<file path="config.mk">
export PLATFORM = sky130hd
export DESIGN_NAME = pic_ctrl_sync
export DESIGN_NICKNAME = d
export VERILOG_FILES = /design/src/rtl/pic_ctrl_sync.sv
export SDC_FILE = /design/constraint.sdc
export NUM_CORES = 1
export LEC_CHECK = 0
export ABC_AREA = 1
export BUFFER_PORTS_ARGS = -buffer_cell sky130_fd_sc_hd__buf_2
export CAP_MARGIN = 20
export CORE_MARGIN = 8
export CORE_UTILIZATION = 52
export DETAILED_ROUTE_END_ITERATION = 12
export PLACE_DENSITY = 0.81
export REMOVE_ABC_BUFFERS = 1
export SKIP_CTS_REPAIR_TIMING = 1
export SLEW_MARGIN = 20
export SYNTH_ARGS = -nofsm -noshare
export SYNTH_HDL_FRONTEND = slang
export SYNTH_SLANG_ARGS = --single-unit
</file>
<file path="constraint.sdc">
create_clock -name i_clk -period 1.5 [get_ports i_clk]
set_input_delay 0.15 -clock i_clk [delete_from_list [all_inputs] [get_ports i_clk]]
set_output_delay 0.15 -clock i_clk [all_outputs]
set_load 0.02 [all_outputs]
</file>
<file path="src/rtl/pic_ctrl_sync.sv">
// pic_ctrl_sync: ICW/OCW sequencing, request latching and INTA acknowledge control for the PIC.
// Supplies masked requests to the priority resolver and drives the vector and cascade address.
module pic_ctrl_sync #(
   parameter int unsigned NUM_IR = 8,
   parameter int unsigned VEC_W  = $clog2(NUM_IR)
) (
   input  logic              i_clk,
   input  logic              i_rst,
   input  logic [3:0]        i_icw_flags,
   input  logic [2:0]        i_ocw_flags,
   input  logic [7:0]        i_data_in,
   input  logic              i_sp,
   input  logic [NUM_IR-1:0] i_ir,
   input  logic              i_inta_n,
   input  logic [VEC_W-1:0]  i_int_vec,
   input  logic [2:0]        i_cas_in,
   output logic [2:0]        o_cas_out,
   output logic              o_cas_oe,
   output logic [NUM_IR-1:0] o_irr_masked,
   output logic [NUM_IR-1:0] o_imr,
   output logic [1:0]        o_read_command,
   output logic              o_aeoi,
   output logic              o_ltim,
   output logic [7:0]        o_ocw2,
   output logic              o_ocw2_valid,
   output logic [7:0]        o_iv,
   output logic              o_iv_valid,
   output logic              o_first_ack,
   output logic              o_second_ack,
   output logic              o_init_done
);

   typedef enum logic [2:0] {InitIdle, InitWIcw2, InitWIcw3, InitWIcw4, InitReady} init_state_e;
   typedef enum logic [1:0] {AckIdle, Ack1, Ack2} ack_state_e;

   init_state_e       r_init_st;
   ack_state_e        r_ack_st;

   logic              r_ltim;
   logic              r_sngl;
   logic              r_ic4;
   logic [7:VEC_W]    r_icw2_hi;
   logic [7:0]        r_icw3;
   logic              r_aeoi;
   logic [NUM_IR-1:0] r_imr;
   logic [7:0]        r_ocw2;
   logic              r_ocw2_valid;
   logic [1:0]        r_rd_cmd;
   logic              r_init_done;

   logic [NUM_IR-1:0] r_ir_q;
   logic [NUM_IR-1:0] r_ir_rise;
   logic [NUM_IR-1:0] r_irr;

   logic              r_inta_q;
   logic [VEC_W-1:0]  r_vec_q;
   logic              r_cas_match;
   logic              r_first_ack;
   logic              r_second_ack;
   logic              r_iv_valid;
   logic              r_cas_oe;
   logic [2:0]        r_cas_out;
   logic [7:0]        r_iv;

   logic              w_icw1_wr;
   logic              w_fall;
   logic              w_rise;
   logic              w_ack2_entry;
   logic [NUM_IR-1:0] w_irr_clr;
   logic              w_slave_on_line;
   logic              w_owned;
   logic [2:0]        w_cas_vec;

   assign w_icw1_wr    = i_icw_flags[0];
   assign w_fall       = r_inta_q & ~i_inta_n;
   assign w_rise       = ~r_inta_q & i_inta_n;
   assign w_ack2_entry = (r_ack_st == Ack1) & w_fall & ~w_icw1_wr;
   assign w_irr_clr    = w_ack2_entry ? (NUM_IR'(1) << r_vec_q) : '0;
   assign w_cas_vec    = 3'(r_vec_q);

   // A master hands the vector to a slave when the acknowledged IR has a slave behind it.
   assign w_slave_on_line = i_sp & ~r_sngl & r_icw3[r_vec_q];
   assign w_owned = r_sngl | (i_sp & ~r_icw3[r_vec_q]) | (~i_sp & r_cas_match);

   // Initialisation sequencing and command registers
   always_ff @(posedge i_clk) begin
      if (i_rst) begin
         r_init_st    <= InitIdle;
         r_ltim       <= 1'b0;
         r_sngl       <= 1'b0;
         r_ic4        <= 1'b0;
         r_icw2_hi    <= '0;
         r_icw3       <= '0;
         r_aeoi       <= 1'b0;
         r_imr        <= '0;
         r_ocw2       <= '0;
         r_ocw2_valid <= 1'b0;
         r_rd_cmd     <= '0;
         r_init_done  <= 1'b0;
      end else begin
         r_ocw2_valid <= 1'b0;
         if (w_icw1_wr) begin
            r_ltim      <= i_data_in[3];
            r_sngl      <= i_data_in[1];
            r_ic4       <= i_data_in[0];
            r_imr       <= '0;
            r_icw3      <= '0;
            r_aeoi      <= 1'b0;
            r_init_done <= 1'b0;
            r_init_st   <= InitWIcw2;
         end else begin
            unique case (r_init_st)
               InitWIcw2: if (i_icw_flags[1]) begin
                  r_icw2_hi <= i_data_in[7:VEC_W];
                  if (!r_sngl) begin
                     r_init_st <= InitWIcw3;
                  end else if (r_ic4) begin
                     r_init_st <= InitWIcw4;
                  end else begin
                     r_init_st   <= InitReady;
                     r_init_done <= 1'b1;
                  end
               end
               InitWIcw3: if (i_icw_flags[2]) begin
                  r_icw3 <= i_data_in;
                  if (r_ic4) begin
                     r_init_st <= InitWIcw4;
                  end else begin
                     r_init_st   <= InitReady;
                     r_init_done <= 1'b1;
                  end
               end
               InitWIcw4: if (i_icw_flags[3]) begin
                  r_aeoi      <= i_data_in[1];
                  r_init_st   <= InitReady;
                  r_init_done <= 1'b1;
               end
               InitReady: begin
                  if (i_ocw_flags[0]) begin
                     r_imr <= i_data_in[NUM_IR-1:0];
                  end else if (i_ocw_flags[1]) begin
                     r_ocw2       <= i_data_in;
                     r_ocw2_valid <= 1'b1;
                  end else if (i_ocw_flags[2]) begin
                     r_rd_cmd <= i_data_in[1:0];
                  end
               end
               default: ;
            endcase
         end
      end
   end

   // Request latching; in edge mode a new edge outranks the acknowledge clear
   always_ff @(posedge i_clk) begin
      if (i_rst) begin
         r_ir_q    <= '0;
         r_ir_rise <= '0;
         r_irr     <= '0;
      end else begin
         r_ir_q    <= i_ir;
         r_ir_rise <= i_ir & ~r_ir_q;
         if (w_icw1_wr) begin
            r_irr <= '0;
         end else if (r_ltim) begin
            r_irr <= i_ir;
         end else begin
            r_irr <= (r_irr & ~w_irr_clr) | r_ir_rise;
         end
      end
   end

   // INTA handshake; outputs are registered decodes of the current state
   always_ff @(posedge i_clk) begin
      if (i_rst) begin
         r_inta_q     <= 1'b1;
         r_ack_st     <= AckIdle;
         r_vec_q      <= '0;
         r_cas_match  <= 1'b0;
         r_first_ack  <= 1'b0;
         r_second_ack <= 1'b0;
         r_iv_valid   <= 1'b0;
         r_cas_oe     <= 1'b0;
         r_cas_out    <= '0;
         r_iv         <= '0;
      end else begin
         r_inta_q     <= i_inta_n;
         r_first_ack  <= (r_ack_st == Ack1);
         r_second_ack <= (r_ack_st == Ack2);
         r_iv_valid   <= (r_ack_st == Ack2) & w_owned;
         r_cas_oe     <= (r_ack_st != AckIdle) & w_slave_on_line;
         r_cas_out    <= ((r_ack_st != AckIdle) & w_slave_on_line) ? w_cas_vec : 3'd0;
         r_iv         <= {r_icw2_hi, r_vec_q};
         if (w_icw1_wr) begin
            r_ack_st <= AckIdle;
         end else begin
            unique case (r_ack_st)
               AckIdle: if (w_fall && r_init_st == InitReady) begin
                  r_ack_st <= Ack1;
                  r_vec_q  <= i_int_vec;
               end
               Ack1: if (w_fall) begin
                  r_ack_st    <= Ack2;
                  r_cas_match <= (i_cas_in == r_icw3[2:0]);
               end
               Ack2: if (w_rise) r_ack_st <= AckIdle;
               default: r_ack_st <= AckIdle;
            endcase
         end
      end
   end

   assign o_cas_out      = r_cas_out;
   assign o_cas_oe       = r_cas_oe;
   assign o_irr_masked   = r_irr & ~r_imr;
   assign o_imr          = r_imr;
   assign o_read_command = r_rd_cmd;
   assign o_aeoi         = r_aeoi;
   assign o_ltim         = r_ltim;
   assign o_ocw2         = r_ocw2;
   assign o_ocw2_valid   = r_ocw2_valid;
   assign o_iv           = r_iv;
   assign o_iv_valid     = r_iv_valid;
   assign o_first_ack    = r_first_ack;
   assign o_second_ack   = r_second_ack;
   assign o_init_done    = r_init_done;

endmodule

</file>
## Yosys cells after proc, flatten, opt, wreduce, memory -nomap -nowiden

Cells that the tools add are included.

| word-level totals | value |
|---|---|
| bits in registers | 86 |
| output and inout port bits | 45 |

| operators by class | value |
|---|---|
| eq/ne operators | 17 |
| bitwise logic cells | 29 |
| reduce and logical (&&, ||, !) cells | 20 |
| shift operators | 1 |
| multiplexer cells | 22 |
| order comparisons | 1 |

Operators with widths:

| operator | count |
|---|---|
| 8-bit bitwise AND | 3 |
| 8-bit NOT | 3 |
| 8-bit two-way mux | 2 |
| 3-bit two-way mux | 5 |
| 2-bit != test, second input constant | 7 |
| 3-bit AND reduction | 4 |
| 4-bit AND reduction | 3 |
| 1-bit bitwise AND | 10 |
| 1-bit NOT | 10 |
| 5-bit AND reduction | 2 |
| 3-bit != test, second input constant | 3 |
| 3-bit case mux with 3 select lines | 1 |
| 1-bit two-way mux | 8 |
| 8-bit OR | 1 |
| 1-bit by 3-bit left shift with 8-bit output, first input constant | 1 |
| 3-bit by 2-bit == test with 1-bit output, second input constant | 2 |
| 2-bit two-way mux | 3 |
| 2-bit case mux with 3 select lines | 1 |
| 2-bit AND reduction | 3 |
| 3-bit by 4-bit < comparator with 1-bit output, second input constant | 1 |
| 4-bit nonzero test | 1 |
| 2-bit OR reduction | 2 |
| 4-bit OR reduction | 1 |
| 1-bit binary-select mux with 3-bit select | 1 |
| other kinds (11) | 12 |

## Longest topological paths before layout

| depth | value |
|---|---|
| depth after elaboration | 9 |
| depth in mapped cells | 9 |
| depth with buffers taken out | 8 |

## Worst setup path before layout

OpenSTA, ideal clock, no wires.

| path | value |
|---|---|
| path kind | register to register |
| from | register r_ltim, in the netlist o_ltim |
| to | register r_irr[0] |
| cell stages (with the launch flop) | 5 |
| period minus slack after synthesis | 1150 ps |
| slack | 350 ps |
| data required time | 1381 ps |
| path buffers | 1 |
| arrival time | 1031 ps |
| cells stage by stage | dfxtp_1 buf_1 inv_1 o21ai_0 a21oi_1 |

| between the ends | value |
|---|---|
| cells in the longest elaborated chain, start to end | 1 |

Ends and longest elaborated chain:

| element | RTL line | source |
|---|---|---|
| from (decl) | 39 | `logic r_ltim;` |
| from (signal assigned) | 103 | `r_ltim <= i_data_in[3];` |
| 8-bit two-way mux | 165 | `end else if (r_ltim) begin` |
| to (signal assigned) | 166 | `r_irr <= i_ir;` |
| to (signal assigned) | 168 | `r_irr <= (r_irr & ~w_irr_clr) \| r_ir_rise;` |
| to (decl) | 53 | `logic [NUM_IR-1:0] r_irr;` |

No other way between the ends.
A chain may end at the register's enable or synchronous reset.

## Worst setup path in the final report

| path | value |
|---|---|
| from | register r_vec_q[1] |
| to | register r_cas_out[2], in the netlist o_cas_out[2] |

| between the ends | value |
|---|---|
| cells in the longest elaborated chain, start to end | 6 |

Ends and longest elaborated chain:

| element | RTL line | source |
|---|---|---|
| from (decl) | 56 | `logic [VEC_W-1:0] r_vec_q;` |
| from (signal assigned) | 200 | `r_vec_q <= i_int_vec;` |
| 1-bit binary-select mux with 3-bit select | 82 | `assign w_slave_on_line = i_sp & ~r_sngl & r_icw3[r_vec_q];` |
| 1-bit two-way mux (not written as such) | 82 |  |
| 1-bit bitwise AND | 82 |  |
| 1-bit bitwise AND | 192 | `r_cas_out <= ((r_ack_st != AckIdle) & w_slave_on_line) ? w_cas_vec : 3'd0;` |
| 1-bit NOT (no line) | -- |  |
| 2-bit OR reduction (no line) | -- |  |
| to (signal assigned) | 192 |  |
| to (decl) | 62 | `logic [2:0] r_cas_out;` |

No other way between the ends. The select of a mux whose other input is x is not followed.

==> out/metrics.yaml <==
min_path:
  holdPathStages: 3
  min_path_type: "input pin to flip-flop"
  hp-start: "i_inta_n"
sta:
  slew-limit-headroom: 0.6768
  tns_ps: 0
  setup_violations: 0
  finalHoldViolCount: 0
  fmax_ghz: 0.7411
  fin_crit_sh: 0.8996
  min_period_ps: 1349
  rsz0062_at_grt: "no"
  finClkSkew_ps: 6.739
  worst_pin_slew_ps: 484.3
  final-max-slew-violation-count: 0
place:
  placed_area_um2: 3650
  routabilityCongestion: 0.8414
  io_buffers: 77
  hpwl_um: 5920
pwr:
  p_sw_mw: 1.006
  netSwitchingFraction: 0.2452
  total_power_mw: 4.102
  p_seq_frac: 0.578
  clkPwrFrac: 0.343
  p_leak_nw: 1.806
  powerDensity_nw_per_um2: 1073
  ir_drop_mv: 0.6261
  p_int_mw: 3.096
  power_frac_comb: 0.080
die:
  rows: 28
  dieArea_um2: 8849
  core-area_um2: 5921
  die_width_um: 94.07
  die_h_um: 94.07
  ios: 78
  start_util: 0.5353
run_status:
  status: "completed"
synth:
  ys_seq_elements: 86
  yosys_warnings: 0
  syn_area_um2: 3169
  syn_inst: 411
  ys_seq_area_frac: 0.5432
  ys_types: 25
  synth_edf_count: 0
  syn_avg_cell_area_um2: 7.711
  synth_top_flop_cell: "dfxtp_1"
  synthArstFlopShare: 0
route:
  dr.first_iter.drc_count: 221
  vias_per_cell: 5.038
  dr.pass1.iters: 4
  drc: 0
  drtAntennaViolNets: 0
  detail_route.wl_per_cell_um: 13.77
  vias: 2892
  totalWireLength_um: 7904
worst_setup_path:
  end_kind: "flip-flop"
  crit_path_start: "r_vec_q[1]"
  crit_required_ps: 1740
  criticalPathCategory: "flip-flop to flip-flop"
  cp_max_fo: 8
  rr_worst_depth: 7
  arrival_ps: 1590
  cp-start-kind: "flip-flop"
  r2r-start: "r_vec_q[1]"
clock_network:
  clock_latency_ps: 350
  htree_levels: 3
  cts_buffers: 9
  clkTransAtPathRegs_ps: 80
  cts_root_buf: "clkbuf_8"
  clk_path_buf_depth: 2
  cts_tree: "done"
  clock-sinks: 86
global_route:
  antenna_found_initial: 0
  grt_pass1_wl_um: 12970
  grt-ovfl-total: 0
  grt_pass1_vias: 2818
  grtUsageTotal: 0.1863
  grt_max_degree: 26
layout:
  n_antenna_cell: 0
  layout-drive-gt1-share: 0.2265
  syn2layout_area_growth_pct: 20.61
  postLayoutCoreUtil: 0.6456
  fin_nets: 527
  post-route-cell-area_um2: 3822
flow_run:
  max_cap_viol_count: 0
==> layer usage <==
| metal | GRT usage | up-vias | part of all wire | wire length (um) |
|---|---|---|---|---|
| met5 | 0 | - | 0 | 0 |
| met4 | 0.1057 | 0 | 0.022 | 176 |
| met3 | 0.03517 | 13 | 0.074 | 587 |
| met2 | 0.2917 | 106 | 0.45 | 3577 |
| met1 | 0.2346 | 1313 | 0.45 | 3563 |
| li1 | - | 1460 | - | - |
==> synthesized netlist by cell type (5+ instances only) <==
master	instances	share of area
o21ai_0	48	0.076
nand3_1	17	0.027
buf_1	5	0.0059
a21oi_1	29	0.046
inv_2	5	0.0059
nor2_1	100	0.12
nor2_2	5	0.0099
nor3_1	10	0.016
dfxtp_1	86	0.54
nand2_1	38	0.045
inv_1	49	0.058
==> path summary, 6_finish.rpt <==
check | slack, ps | endpoint
min | 2 | r_inta_q
max | 150 | o_cas_out[2]
min reg2reg | 390 | r_ir_rise[1]
max reg2reg | 150 | o_cas_out[2]
==> critical path, cell delays in order, from the launching register on <==
cell and delay, ps:
dfxtp_1 490, inv_1 130, nand2_1 130, nor2_1 50
a21oi_1 110, nand3_1 130, nand3_2 150, nor2_1 50
==> metrics by stage <==
step,hold slack (ps),std cells,setup WS (ps)
after global placement,352.5,558,180.1
after detailed placement,355.9,558,131.2
after CTS,-5.577,574,106.7
after floorplan,222.4,401,327.1
final,2.184,574,150.6
after global routing,20.30,574,27.87
==> state kept, by name, summed over array words and instances, names as in the netlist, 2 cells and up <==
register / cells
o_cas_out: 3
o_iv: 8
r_icw2_hi: 5
r_ack_st: 2
o_imr: 8
r_irr: 8
r_icw3: 8
r_vec_q: 3
o_read_command: 2
r_ir_q: 8
r_init_st: 3
r_ir_rise: 8
o_ocw2: 8
==> placed cells by master (no fill, tap or decap), drive strengths merged <==
master	instances
clkbuf	12
or2	1
inv	54
a21oi	29
o21ai	49
nand2	38
nand4	2
nor3	10
buf	82
clkinv	5
xnor2	2
dfxtp	86
nor2	107
clkinvlp	1
o2111a	1
nand3	20
==> cells by family (layout without fill, tap and decap cells) <==
group / after synthesis / count (layout) / synth area share
buf+inv: 66 / 154 / 0.08172
compound gates: 79 / 79 / 0.1267
xor+xnor: 2 / 2 / 0.005528
simple gates: 178 / 178 / 0.2428
flops: 86 / 86 / 0.5432
==> layout make-up <==
cell class,count,area [um^2]
timing repair buffer,82,435.4
sequential,86,1722
inverter,56,210.2
multi-input combinational,259,1194
tap,75,93.84
clock buffer,12,145.1
clock inverter,4,22.52
fill,551,2098
==> power groups by stage <==
stage | Sequential (mW) | Clock [mW] | Combinational [mW]
2_1_floorplan | 2.43 | 0 | 0.163
3_3_place_gp | 2.42 | 0 | 0.315
3_5_place_dp | 2.42 | 0 | 0.325
4_1_cts | 2.37 | 1.43 | 0.327
5_1_grt | 2.38 | 1.52 | 0.368
6_report | 2.37 | 1.41 | 0.327
No activity file was read; power rests on OpenSTA's default activity.
